**config.mk**
```make
export PLATFORM = sky130hd
export DESIGN_NAME = barrel_shift_pipe_flat
export DESIGN_NICKNAME = d
export VERILOG_FILES = /design/src/rtl/barrel_shift_pipe_if.sv /design/src/rtl/barrel_shift_pipe.sv /design/src/flat_wrapper.sv
export SDC_FILE = /design/constraint.sdc
export NUM_CORES = 1
export LEC_CHECK = 0
export ABC_CLOCK_PERIOD_IN_PS = 2900
export CORE_MARGIN = 3
export CORE_UTILIZATION = 48
export DETAILED_ROUTE_END_ITERATION = 8
export PLACE_DENSITY = 0.69
export SKIP_CTS_REPAIR_TIMING = 1
export SYNTH_ARGS = -nofsm -noshare
export SYNTH_HDL_FRONTEND = slang
export SYNTH_SLANG_ARGS = --single-unit
```
**constraint.sdc**
```tcl
create_clock -name clk -period 2.9 [get_ports clk]
set_input_delay 0.435 -clock clk [delete_from_list [all_inputs] [get_ports clk]]
set_output_delay 0.435 -clock clk [all_outputs]
set_load 0.01 [all_outputs]
```
**src/rtl/barrel_shift_pipe_if.sv**
```systemverilog
// rtl/barrel_shift_pipe_if.sv - operand/shift-control/result bundle for the pipelined barrel shifter
interface barrel_shift_pipe_if #(
    parameter int WIDTH = 32,
    parameter int SW    = 5
);
    logic [WIDTH-1:0] I;
    logic [SW-1:0]    S;
    logic             R;
    logic [WIDTH-1:0] O;

    modport master (output I, output S, output R, input O);
    modport slave  (input I, input S, input R, output O);
endinterface

```
**src/rtl/barrel_shift_pipe.sv**
```systemverilog
// rtl/barrel_shift_pipe.sv - 32-bit logical barrel shifter, one register stage per shift-amount bit
module barrel_shift_pipe #(
    parameter int WIDTH = 32,
    parameter int SW    = 5
) (
    input  logic                clk,
    input  logic                reset,
    barrel_shift_pipe_if.slave  io
);

    for (genvar k = 0; k < SW; k++) begin : g_stage
        localparam int AMT = 1 << k;

        logic [WIDTH-1:0] din;
        logic             rin;
        logic [SW-1-k:0]  sin;
        logic [WIDTH-1:0] data_d;
        logic [WIDTH-1:0] data_q;

        // sin[0] is the shift bit this stage consumes; the rest travel onward
        if (k == 0) begin : g_in
            assign din = io.I;
            assign rin = io.R;
            assign sin = io.S;
        end else begin : g_in
            assign din = g_stage[k-1].data_q;
            assign rin = g_stage[k-1].g_carry.r_q;
            assign sin = g_stage[k-1].g_carry.s_q;
        end

        always_comb begin
            data_d = din;
            if (sin[0]) begin
                data_d = rin ? (din >> AMT) : (din << AMT);
            end
        end

        always_ff @(posedge clk) begin
            if (reset) begin
                data_q <= '0;
            end else begin
                data_q <= data_d;
            end
        end

        // The final stage has no downstream consumer for direction or shift bits
        if (k < SW - 1) begin : g_carry
            logic            r_d;
            logic            r_q;
            logic [SW-2-k:0] s_d;
            logic [SW-2-k:0] s_q;

            always_comb begin
                r_d = rin;
                s_d = sin[SW-1-k:1];
            end

            always_ff @(posedge clk) begin
                if (reset) begin
                    r_q <= 1'b0;
                    s_q <= '0;
                end else begin
                    r_q <= r_d;
                    s_q <= s_d;
                end
            end
        end
    end

    assign io.O = g_stage[SW-1].data_q;

endmodule

```
**src/flat_wrapper.sv**
```systemverilog
// flat-port wrapper written by rule: the top's interface ports become plain ports
module barrel_shift_pipe_flat 
#(
    parameter int WIDTH = 32,
    parameter int SW    = 5
)
  (clk, reset, io_I, io_S, io_R, io_O);
  barrel_shift_pipe_if #(.WIDTH(WIDTH), .SW(SW)) io_i ();
  input  logic clk;
  input  logic reset;
  input wire logic [$bits(io_i.I)-1:0] io_I;
  input wire logic [$bits(io_i.S)-1:0] io_S;
  input wire logic [$bits(io_i.R)-1:0] io_R;
  output wire logic [$bits(io_i.O)-1:0] io_O;
  assign io_i.I = io_I;
  assign io_i.S = io_S;
  assign io_i.R = io_R;
  assign io_O = io_i.O;
  barrel_shift_pipe #(.WIDTH(WIDTH), .SW(SW)) u_core (.clk(clk), .reset(reset), .io(io_i));
endmodule
```
==> key figures <==
Clock tree
  – CTS tree: built
  – Root buffer cell: clkbuf_16
  – Num CTS Buffers: 17
  – Clk buf depth: 2
  – Clk_lat worst skew: 420 ps
  – Sink Count: about 170
  – CTS HTree Levels: 4
  – Clock transition at the registers of the reported paths: ~60 ps

Synthesis
  – Sequential fraction of the synthesis area: just under 50%
  – Synth Cell Area: 7240 um2
  – Yosys cell types: 16
  – Ys Warns: 0
  – Yosys reg bits: 174
  – Cells after Synth: around 740
  – Synthesized Nets: 781
  – Syn_area_per_cell: 9.77 um2

Global routing
  – First-pass GRT wire length: ~21 mm
  – Antenna violations before repair: 0
  – Largest net degree at the start of global routing: 70
  – Total grt overflow: 0
  – Global Route met2 Usage: between 20% and 30%
  – GRT met1 Usage: between 10% and 20%
  – Gr usage total: approximately 16%
  – Number of global-route vias before repair: roughly 4,600
  – Met3 Track Usage GR: 3.74%
  – Gr busiest metal: met2

Pwr
  – Total power: 5.52 mW
  – PD cells: about 660 nW/um2
  – Leak pwr: 2.88 nW
  – Peak supply drop: around 0.45 mV

Cells and area
  – Footprint of the multi-input gates: 3260 um2
  – Sequential cell area: between 3000 and 4000 um2
  – Layout cell share with drive strength beyond 1: between 5 and 6%
  – Filler Cell Count: around 1,200
  – # diodes: 0
  – Non-Filler Instances: 964
  – Util after Layout: 57.5%
  – Most frequent cells in the layout: 173 x dfxtp_1, 98 x mux2i_1, 98 x nor2_1, 98 x a211oi_1, 68 x clkdlybuf4s50_1
  – Commonest non-fill, non-tap cell in the layout: dfxtp_1
  – Cell area after layout: between 8000 and 9000 um2
  – Synthesis-to-finish area growth: 16.4%
  – Nets: between 800 and 900

Timing
  – Final setup fails: 0
  – Final cycle utilization of the critical path: between 50 and 60%
  – Final Hold Viols: 0
  – Final slew viol count: 0
  – Crit path time final: 1700 ps
  – Fin worst setup slack: 1200 ps
  – Post-route setup TNS: 0 ps
  – Worst Tran Pin Value: approximately 950 ps
  – Slew HR: a little over a third
  – Fmax: between 500 and 600 MHz
  – RSZ-0062 raised after global routing: false
  – Clock Skew: about 9.9 ps
  – Hold Slack: between 400 and 500 ps

Routing
  – DRT Pass-1 Iters: 4
  – DR iter-0 viols: 218
  – Wire per inst: 13.0 um
  – Average vias per placed instance: ~5.3
  – Final ANT Viol Nets: 0
  – Total wire length: around 13 mm
  – Total number of vias: approximately 5,100
  – Residual DRC: 0

Setup path
  – Cell family with most CP delay: buffers and inverters
  – Worst Path Required: between 2000 and 2500 ps
  – WP depth: 1
  – Cells on worst reg2reg path: 3
  – CP endpoint kind: primary output
  – WS Path Type: reg -> out
  – Crit Reg-Reg Startpoint: u_core.g_stage[0].g_carry.s_q[0]
  – CP cell instances: clkdlybuf4s50_1
  – Flop2flop setup slack: ~1300 ps
  – Slowest-stage cell, CP: clkdlybuf4s50_1
  – Arrival time worst endpoint: roughly 1300 ps
  – Max incr delay on CP: roughly 530 ps
  – RR Endpoint: u_core.g_stage[1].data_q[30]
  – CP max FO: 1
  – CP startpoint kind: flip-flop
  – Worst path bufs/invs: 1

Flow run
  – Max cap viols: 0

Placed design
  – IO Port Bufs: 71
  – Placed inst area: approximately 8000 um2
  – Pre-CTS WS: around 1200 ps
  – Routability cong.: roughly 0.80
  – Placed Cells: slightly above 900
  – Placed wire-length estimate: around 9.0 mm

Hold path
  – Hold Path Class: reg -> reg
  – Hold_sp: u_core.g_stage[1].g_carry.s_q[1]
  – Hold path cells: 1
  – Hold Path End: u_core.g_stage[2].g_carry.s_q[0]

Floorplanning
  – Core area: roughly 15,000 um2
  – Die X: roughly 130 um
  – Full die area: between 15,000 and 20,000 um2
  – Initial core utilization: 49.4%
  – Top-Level Pins: a little over 70
  – Rows: 44
  – Die H: around 130 um

Outcome
  – Status: finished clean
-- how the worst max path moves through the flow --
stage	from	endpoint	slack (ps)
global placement	io_R	u_core.g_stage[0].data_q[30]	1280
detailed placement	io_R	u_core.g_stage[0].data_q[13]	1200
floorplan	io_S[0]	u_core.g_stage[0].data_q[10]	1810
global route	u_core.io.O[21]	io_O[21]	1140
CTS	u_core.io.O[21]	io_O[21]	1150
finish	u_core.io.O[2]	io_O[2]	1200
-- metal layers --
| metal | wire length [um] | part of all wire [%] |
|---|---|---|
| met1 | 5730 | 46 |
| met2 | 6140 | 49 |
| met3 | 515 | 4.1 |
| met4 | 183 | 1.5 |
| met5 | 0 | 0 |
-- sequential cells by signal, summed over array words and instances (netlist names) --
register                    count
u_core.g_stage.data_q         128
u_core.g_stage.g_carry.r_q      4
u_core.g_stage.g_carry.s_q     10
u_core.io.O                    32
-- area by class of cell --
class | instances | area share [%]
repair buffers | 81 | 9.48
clock inverters | 11 | 2.54
well taps | 184 | 2.73
flip-flops and latches | 174 | 41.4
multi-input cells | 494 | 38.7
clock buffers | 20 | 5.18
-- logic make-up (layout without fill, tap and decap cells) --
logic type	after synthesis	in the layout	share of synthesized area [%]
flip-flops	174	174	48.1
multiplexers	98	98	13.6
AND/OR/NAND/NOR	236	236	17.0
buffers and inverters	73	112	6.86
AO/OA/AOI/OAI	160	160	14.5
-- where the power goes --
group	switching (mW)	internal (mW)	total, mW
Combinational	0.221	0.222	0.443
Clock	0.856	1.61	2.46
Sequential	0.0964	2.52	2.62
Total	1.17	4.35	5.52
-- cell usage after synthesis --
library cell    n  area (um2)
a211oi_1       98         736
clkbuf_1       19        71.3
nor2_1         98         368
buf_1           7        26.3
buf_8           1        15.0
mux2i_1        98         981
buf_12          8         160
nand3_1        31         155
nor2b_1        14        87.6
dfxtp_1       174        3480
a21oi_1        62         310
buf_6           5        56.3
nand2b_1       62         388
buf_4           1        7.51
nand3b_1       31         233
buf_2          32         160
Note: power is estimated with default switching activity, not from simulation.
